### src/rtl/receptor_medida_serial_pkg.sv
// Shared encodings and ASCII constants for the serial measurement receiver.
package receptor_medida_serial_pkg;

    // Byte receiver states; the values also appear on db_estado[1:0].
    typedef enum logic [1:0] {
        OCIOSO = 2'd0,
        START  = 2'd1,
        DADOS  = 2'd2,
        STOP   = 2'd3
    } byte_state_t;

    // Frame assembler states; the values also appear on db_estado[3:2].
    typedef enum logic [1:0] {
        D2   = 2'd0,
        D1   = 2'd1,
        D0   = 2'd2,
        HASH = 2'd3
    } frame_state_t;

    localparam logic [7:0] ASCII_ZERO = 8'h30;
    localparam logic [7:0] ASCII_NINE = 8'h39;
    localparam logic [7:0] ASCII_HASH = 8'h23;

    // True when the byte is an ASCII decimal digit.
    function automatic logic is_digit(input logic [7:0] b);
        return (b >= ASCII_ZERO) && (b <= ASCII_NINE);
    endfunction

endpackage

### src/rtl/receptor_medida_serial_if.sv
// Byte-level link from the UART receiver to the frame assembler.
interface receptor_medida_serial_if;
    import receptor_medida_serial_pkg::*;

    logic [7:0]  dado;         // last shifted byte, stable while dado_valido is high
    logic        dado_valido;  // one-cycle pulse: byte with a good stop bit
    logic        erro_stop;    // one-cycle pulse: stop bit sampled low
    byte_state_t estado;       // current receiver state

    modport master (output dado, dado_valido, erro_stop, estado);
    modport slave  (input  dado, dado_valido, erro_stop, estado);
endinterface

### src/rtl/rx_serial_8n1.sv
// 8N1 UART byte receiver: synchronizer, start-bit check, mid-bit sampling.
module rx_serial_8n1
    import receptor_medida_serial_pkg::*;
#(
    parameter int CLOCKS_PER_BIT = 434
) (
    input  logic                     clock,
    input  logic                     reset,
    input  logic                     serial,
    receptor_medida_serial_if.master rx_if
);

    localparam int BAUD_W = (CLOCKS_PER_BIT > 1) ? $clog2(CLOCKS_PER_BIT) : 1;
    localparam logic [BAUD_W-1:0] BAUD_HALF = BAUD_W'(CLOCKS_PER_BIT / 2 - 1);
    localparam logic [BAUD_W-1:0] BAUD_LAST = BAUD_W'(CLOCKS_PER_BIT - 1);

    logic              sync1_q, sync2_q, prev_q;
    byte_state_t       state_q, state_d;
    logic [BAUD_W-1:0] baud_q, baud_d;
    logic [2:0]        bit_q, bit_d;
    logic [7:0]        shift_q, shift_d;
    logic              valido_q, valido_d;
    logic              erro_q, erro_d;

    logic falling, half_bit, full_bit;

    assign falling  = prev_q & ~sync2_q;
    assign half_bit = (baud_q == BAUD_HALF);
    assign full_bit = (baud_q == BAUD_LAST);

    // State register plus synchronizer and datapath flops.
    always_ff @(posedge clock) begin
        if (reset) begin
            // NOTE: synchronizer flops reset to 1 so the idle-high line never looks like a start edge.
            sync1_q  <= 1'b1;
            sync2_q  <= 1'b1;
            prev_q   <= 1'b1;
            state_q  <= OCIOSO;
            baud_q   <= '0;
            bit_q    <= '0;
            shift_q  <= '0;
            valido_q <= 1'b0;
            erro_q   <= 1'b0;
        end else begin
            // NOTE: non-blocking so every flop samples pre-edge values, keeping the 2-flop chain a real chain.
            sync1_q  <= serial;
            sync2_q  <= sync1_q;
            prev_q   <= sync2_q;
            state_q  <= state_d;
            baud_q   <= baud_d;
            bit_q    <= bit_d;
            shift_q  <= shift_d;
            valido_q <= valido_d;
            erro_q   <= erro_d;
        end
    end

    // Next-state logic for the byte receiver.
    always_comb begin
        // NOTE: default first so no path leaves state_d unassigned and infers a latch.
        state_d = state_q;
        case (state_q)
            OCIOSO: if (falling) state_d = START;
            START:  if (half_bit) state_d = sync2_q ? OCIOSO : DADOS;
            DADOS:  if (full_bit && (bit_q == 3'd7)) state_d = STOP;
            STOP:   if (full_bit) state_d = OCIOSO;
            default: state_d = OCIOSO;
        endcase
    end

    // Counters, shift register and result pulses.
    always_comb begin
        baud_d   = baud_q + BAUD_W'(1);
        bit_d    = bit_q;
        shift_d  = shift_q;
        valido_d = 1'b0;
        erro_d   = 1'b0;
        case (state_q)
            OCIOSO: begin
                baud_d = '0;
                bit_d  = '0;
            end
            DADOS: begin
                if (full_bit) begin
                    baud_d  = '0;
                    shift_d = {sync2_q, shift_q[7:1]};
                    bit_d   = bit_q + 3'd1;
                end
            end
            STOP: begin
                if (full_bit) begin
                    valido_d = sync2_q;
                    erro_d   = ~sync2_q;
                end
            end
            default: ;
        endcase
        if (state_d != state_q) baud_d = '0;
    end

    assign rx_if.dado        = shift_q;
    assign rx_if.dado_valido = valido_q;
    assign rx_if.erro_stop   = erro_q;
    assign rx_if.estado      = state_q;

endmodule

### src/rtl/receptor_medida_serial.sv
// Serial measurement receiver: assembles "ddd#" frames into a 3-digit BCD value.
module receptor_medida_serial
    import receptor_medida_serial_pkg::*;
#(
    parameter int CLOCKS_PER_BIT = 434
) (
    input  logic        clock,
    input  logic        reset,
    input  logic        serial,
    output logic [11:0] medida,
    output logic        pronto,
    output logic        erro_stop,
    output logic        erro_frame,
    output logic [3:0]  db_estado,
    output logic [7:0]  db_dado
);

    receptor_medida_serial_if rx_link ();

    rx_serial_8n1 #(.CLOCKS_PER_BIT(CLOCKS_PER_BIT)) u_rx (
        .clock  (clock),
        .reset  (reset),
        .serial (serial),
        .rx_if  (rx_link.master)
    );

    frame_state_t frame_q, frame_d;
    logic [3:0]   d2_q, d2_d, d1_q, d1_d, d0_q, d0_d;
    logic [11:0]  medida_q, medida_d;
    logic [7:0]   db_dado_q, db_dado_d;
    logic         pronto_q, pronto_d;
    logic         erro_stop_q, erro_stop_d;
    logic         erro_frame_q, erro_frame_d;

    logic [7:0] b;
    logic       b_digit;

    assign b       = rx_link.dado;
    assign b_digit = is_digit(b);

    // Frame state register and output registers.
    always_ff @(posedge clock) begin
        if (reset) begin
            frame_q      <= D2;
            d2_q         <= '0;
            d1_q         <= '0;
            d0_q         <= '0;
            medida_q     <= '0;
            db_dado_q    <= '0;
            pronto_q     <= 1'b0;
            erro_stop_q  <= 1'b0;
            erro_frame_q <= 1'b0;
        end else begin
            frame_q      <= frame_d;
            d2_q         <= d2_d;
            d1_q         <= d1_d;
            d0_q         <= d0_d;
            medida_q     <= medida_d;
            db_dado_q    <= db_dado_d;
            pronto_q     <= pronto_d;
            erro_stop_q  <= erro_stop_d;
            erro_frame_q <= erro_frame_d;
        end
    end

    // Next-state logic: digits advance, anything unexpected restarts at D2.
    always_comb begin
        frame_d = frame_q;
        if (rx_link.erro_stop) begin
            frame_d = D2;
        end else if (rx_link.dado_valido) begin
            case (frame_q)
                D2:      frame_d = b_digit ? D1 : D2;
                D1:      frame_d = b_digit ? D0 : D2;
                D0:      frame_d = b_digit ? HASH : D2;
                HASH:    frame_d = D2;
                default: frame_d = D2;
            endcase
        end
    end

    // Output logic: digit capture, measurement load and event pulses.
    always_comb begin
        d2_d         = d2_q;
        d1_d         = d1_q;
        d0_d         = d0_q;
        medida_d     = medida_q;
        db_dado_d    = db_dado_q;
        pronto_d     = 1'b0;
        erro_frame_d = 1'b0;
        erro_stop_d  = rx_link.erro_stop;
        if (rx_link.dado_valido) begin
            db_dado_d = b;
            case (frame_q)
                D2: if (b_digit) d2_d = b[3:0]; else erro_frame_d = 1'b1;
                D1: if (b_digit) d1_d = b[3:0]; else erro_frame_d = 1'b1;
                D0: if (b_digit) d0_d = b[3:0]; else erro_frame_d = 1'b1;
                HASH: begin
                    if (b == ASCII_HASH) begin
                        medida_d = {d2_q, d1_q, d0_q};
                        pronto_d = 1'b1;
                    end else begin
                        erro_frame_d = 1'b1;
                    end
                end
                default: ;
            endcase
        end
    end

    assign medida     = medida_q;
    assign pronto     = pronto_q;
    assign erro_stop  = erro_stop_q;
    assign erro_frame = erro_frame_q;
    assign db_dado    = db_dado_q;
    assign db_estado  = {frame_q, rx_link.estado};

endmodule

### config.mk
export PLATFORM = sky130hd
export DESIGN_NAME = receptor_medida_serial
export DESIGN_NICKNAME = d
export VERILOG_FILES = /design/src/rtl/receptor_medida_serial_pkg.sv /design/src/rtl/receptor_medida_serial_if.sv /design/src/rtl/rx_serial_8n1.sv /design/src/rtl/receptor_medida_serial.sv
export SDC_FILE = /design/constraint.sdc
export NUM_CORES = 1
export LEC_CHECK = 0
export ABC_AREA = 1
export ABC_CLOCK_PERIOD_IN_PS = 1400
export BUFFER_PORTS_ARGS = -buffer_cell sky130_fd_sc_hd__clkbuf_2
export CAP_MARGIN = 20
export CORE_MARGIN = 3
export CORE_UTILIZATION = 50
export CTS_CLUSTER_DIAMETER = 60
export DETAILED_ROUTE_END_ITERATION = 7
export HOLD_SLACK_MARGIN = 0.15
export PLACE_DENSITY = 0.73
export SLEW_MARGIN = 20
export SYNTH_ARGS = -nofsm -noshare
export SYNTH_HDL_FRONTEND = slang
export SYNTH_SLANG_ARGS = --single-unit
### constraint.sdc
create_clock -name clock -period 1.4 [get_ports clock]
set_clock_uncertainty 0.1 [all_clocks]
set_input_delay 0.14 -clock clock [delete_from_list [all_inputs] [get_ports clock]]
set_output_delay 0.14 -clock clock [all_outputs]
set_load 0.01 [all_outputs]
==> impl_metrics.csv <==
group,metric,value,unit
logic_synthesis,synth_common_cells,"dfxtp_1, a21oi_1, o21ai_0",
sta,slew_violations,0,
sta,tns,-3990,ps
sta,worst_slew_pin_slew,339,ps
layout,n_antenna_cell,0,
power_and_ir_drop,power_frac_seq,0.523,
layout,area_delta_synth_final,36.9,%
power_and_ir_drop,peakVddDrop,0.000757,V
clock_network,clkSlewWorstSetupHoldPaths,70,ps
sta,holdWs,319,ps
placed_design,dp.cells,437,
die,rows,25,
routing,via_per_inst,5.22,
setup_path,crit_start,"u_rx.baud_q[0]",
global_route,track_usage,0.216,
clock_network,cts_tree,"built",
flow_run,cap_viol_max_count,0,
logic_synthesis,synthesis.nets,324,
clock_network,clkLatencyLatePin,340,ps
power_and_ir_drop,leakage,1.53,nW
run_status,violations,"setup timing",
layout,drive_above_1_share,0.442,
setup_path,reg2reg_slack,-280,ps
sta,maxSlewHeadroom,0.774,
sta,fmax,0.595,GHz
routing,drc,0,
die,die_w,78.6,microns
setup_path,critPathLaunchType,"register",
routing,dr.first_iter.drc_count,135,
placed_design,finalWeightedCongestion,0.789,
logic_synthesis,yosys-top-cells-area,"dfxtp_1, a21oi_1, o21ai_0",
power_and_ir_drop,clkPwrFrac,0.441,
placed_design,portBuffers,29,
routing,drt_pass1_iterations,4,
logic_synthesis,yosysSeqAreaShare,0.486,
routing,vias,2428,
logic_synthesis,synth_edf_count,0,
layout,fin_nets,401,
logic_synthesis,syn_area,2640,sq um
logic_synthesis,synth-async-reset-ratio,0,
placed_design,dp_hpwl,4.06,mm
die,core-area,4910,sq um
setup_path,reg2regPathDepth,9,
setup_path,crit_arrival,1820,ps
routing,ant_nets,0,
global_route,antenna_found_initial,0,
logic_synthesis,yosys_warnings,0,
setup_path,endpoint,"u_rx.baud_q[6]",
global_route,grt-ovfl-total,0,
power_and_ir_drop,power_density,967,nW/um^2
global_route,grt_pass1_wl,10.4,mm
sta,final_hold_viol_count,0,
run_status,outcome,"finished with violations",
placed_design,post-place-ws,-145,ps
worst_hold_path,hold_path.class,"reg -> reg",
global_route,grt_max_degree,28,
routing,routedWlPerCell,14.1,microns
setup_path,setup.worst_path.end_class,"register",
clock_network,cts_buffers,9,
logic_synthesis,syn_inst,316,
setup_path,required,1540,ps
clock_network,root_buffer,"clkbuf_8",
logic_synthesis,synth_top_area_frac,0.486,
setup_path,timing.rr.start,"u_rx.baud_q[0]",
die,die_y,78.6,microns
layout,final_util,0.735,
logic_synthesis,ys_ff_latch,64,
logic_synthesis,yosysUniqueCellTypes,38,
clock_network,clock_sinks,64,
die,die_area,6180,sq um
power_and_ir_drop,swShare,0.233,
logic_synthesis,synth_top_area_cell,"dfxtp_1",
sta,rsz0062_at_grt,"yes",
layout,fin_cells,465,
sta,min_period,1680,ps
worst_hold_path,min-delay-start,"u_rx.sync1_q",
logic_synthesis,yosysMostFrequentCell,"dfxtp_1",
clock_network,ctsLongestPathBuffers,2,
logic_synthesis,synth_flop_cell,"dfxtp_1",
logic_synthesis,syn_area_per_cell,8.34,sq um
die,io_pins,30,
setup_path,rr_endpoint,"u_rx.baud_q[6]",
sta,finalWorstSetupSlack,-280,ps
power_and_ir_drop,intPower,2.68,mW
setup_path,crit_type,"reg -> reg",
clock_network,cts-htree-levels,3,
routing,finalWirelength,6.58,mm
global_route,grt_pass1_vias,2251,
power_and_ir_drop,combPwrFrac,0.036,
sta,setup_viol,46,
power_and_ir_drop,switchingPower,0.812,mW
setup_path,crit_fanout,4,
sta,fin_crit_sh,1.20,
die,start_util,0.537,
## worst max-delay path: stages (launching register included)
cell and delay (ps):
dfxtp_4 370, inv_4 70, ha_4 130, nand2_2 70, nor2_2 100, nand2_2 70, o21bai_1 130, nand4_1 280
nand3_4 230, nor2_2 40
## worst min-delay path by stage
stage                   end  slack, ps  cells after the start
2_1_floorplan  u_rx.sync1_q        140                      1
3_3_place_gp   u_rx.sync1_q        230                      2
3_5_place_dp   u_rx.sync1_q        230                      2
4_1_cts        u_rx.sync2_q        320                      1
5_1_grt        u_rx.sync2_q        330                      1
6_report       u_rx.sync2_q        320                      1
## cells by family (layout without fill, tap and decap cells)
family,count (synthesis),in the layout,synth area share
AOI/OAI and AO/OA,95,95,0.188
xor gates and xnor gates,1,1,0.00332
adders and majority gates,5,5,0.0237
buffers and inverters,45,126,0.0721
DFF,64,64,0.486
and+or+nand+nor,106,107,0.226
## per-layer routing
layer	up-vias	global-route usage	wire length (microns)
li1	1228	-	-
met4	0	0.124	121
met5	-	0	0
met2	73	0.319	3060
met1	1118	0.286	2970
met3	9	0.0516	426
## power by group through the flow
stage	clock [mW]	sequential, mW	combinational (mW)
finish	1.54	1.82	0.126
global placement	0	1.87	0.0971
CTS	1.55	1.83	0.111
global route	1.66	1.82	0.138
detailed placement	0	1.87	0.0983
floorplan	0	1.87	0.0692
## cell usage in the layout (no fill, tap or decap), types with 2 or more instances in the layout
master,Yosys,routed
nor2_1,23,19
o21bai_1,2,2
nand3_4,1,4
ha_1,5,3
inv_2,3,8
nor2_2,10,13
nand2_2,6,12
o21ai_2,0,13
clkbuf_8,0,9
clkinv_2,0,3
dfxtp_1,64,55
nand3_1,8,8
o21ai_0,37,27
clkinvlp_4,0,2
nand4_1,9,9
inv_4,0,3
nand2_4,1,2
o21ai_1,9,6
nand2_1,30,23
or2_2,3,3
nand4_2,2,2
ha_4,0,2
clkbuf_2,1,29
a21oi_2,1,5
nor2_4,3,4
buf_6,1,4
dlygate4sd3_1,0,2
dfxtp_2,0,5
dfxtp_4,0,4
buf_4,3,41
inv_1,28,21
nor3_4,2,4
a21oi_1,42,38
## metrics by stage
step                area (sq um)  total power, mW
global route                3610             3.63
detailed placement          3110             1.97
finish                      3610             3.49
CTS                         3420             3.49
floorplan                   2660             1.94
global placement            3110             1.97
## state kept, by name (all words and copies together) (netlist names)
signal                  count
u_rx.bit_q                  3
d0_q                        4
u_rx.rx_if.estado           2
erro_stop                   1
erro_frame                  1
pronto                      1
u_rx.rx_if.dado             8
db_dado                     8
medida                     12
u_rx.baud_q                 9
u_rx.prev_q                 1
u_rx.sync2_q                1
u_rx.rx_if.dado_valido      1
d2_q                        4
d1_q                        4
u_rx.rx_if.erro_stop        1
u_rx.sync1_q                1
frame_q                     2
## repair_timing
action / in CTS / in global routing
pin swaps: 1 / 8
hold buffers: 2 / 0
gates cloned: 1 / 1
setup endpoints to repair: 35 / 51
hold endpoints to repair: 11 / 0
gates resized for setup: 29 / 43
setup buffers: 1 / 7
## area by class of cell
class	instances	area [sq um]
multi-input cells	208	1340
flip-flops and latches	64	1300
fillers	362	1300
repair buffers	78	566
clock buffers	10	128
inverters	32	128
well taps	67	83.8
clock inverters	6	60.1
(Power assumes the default switching activity.)
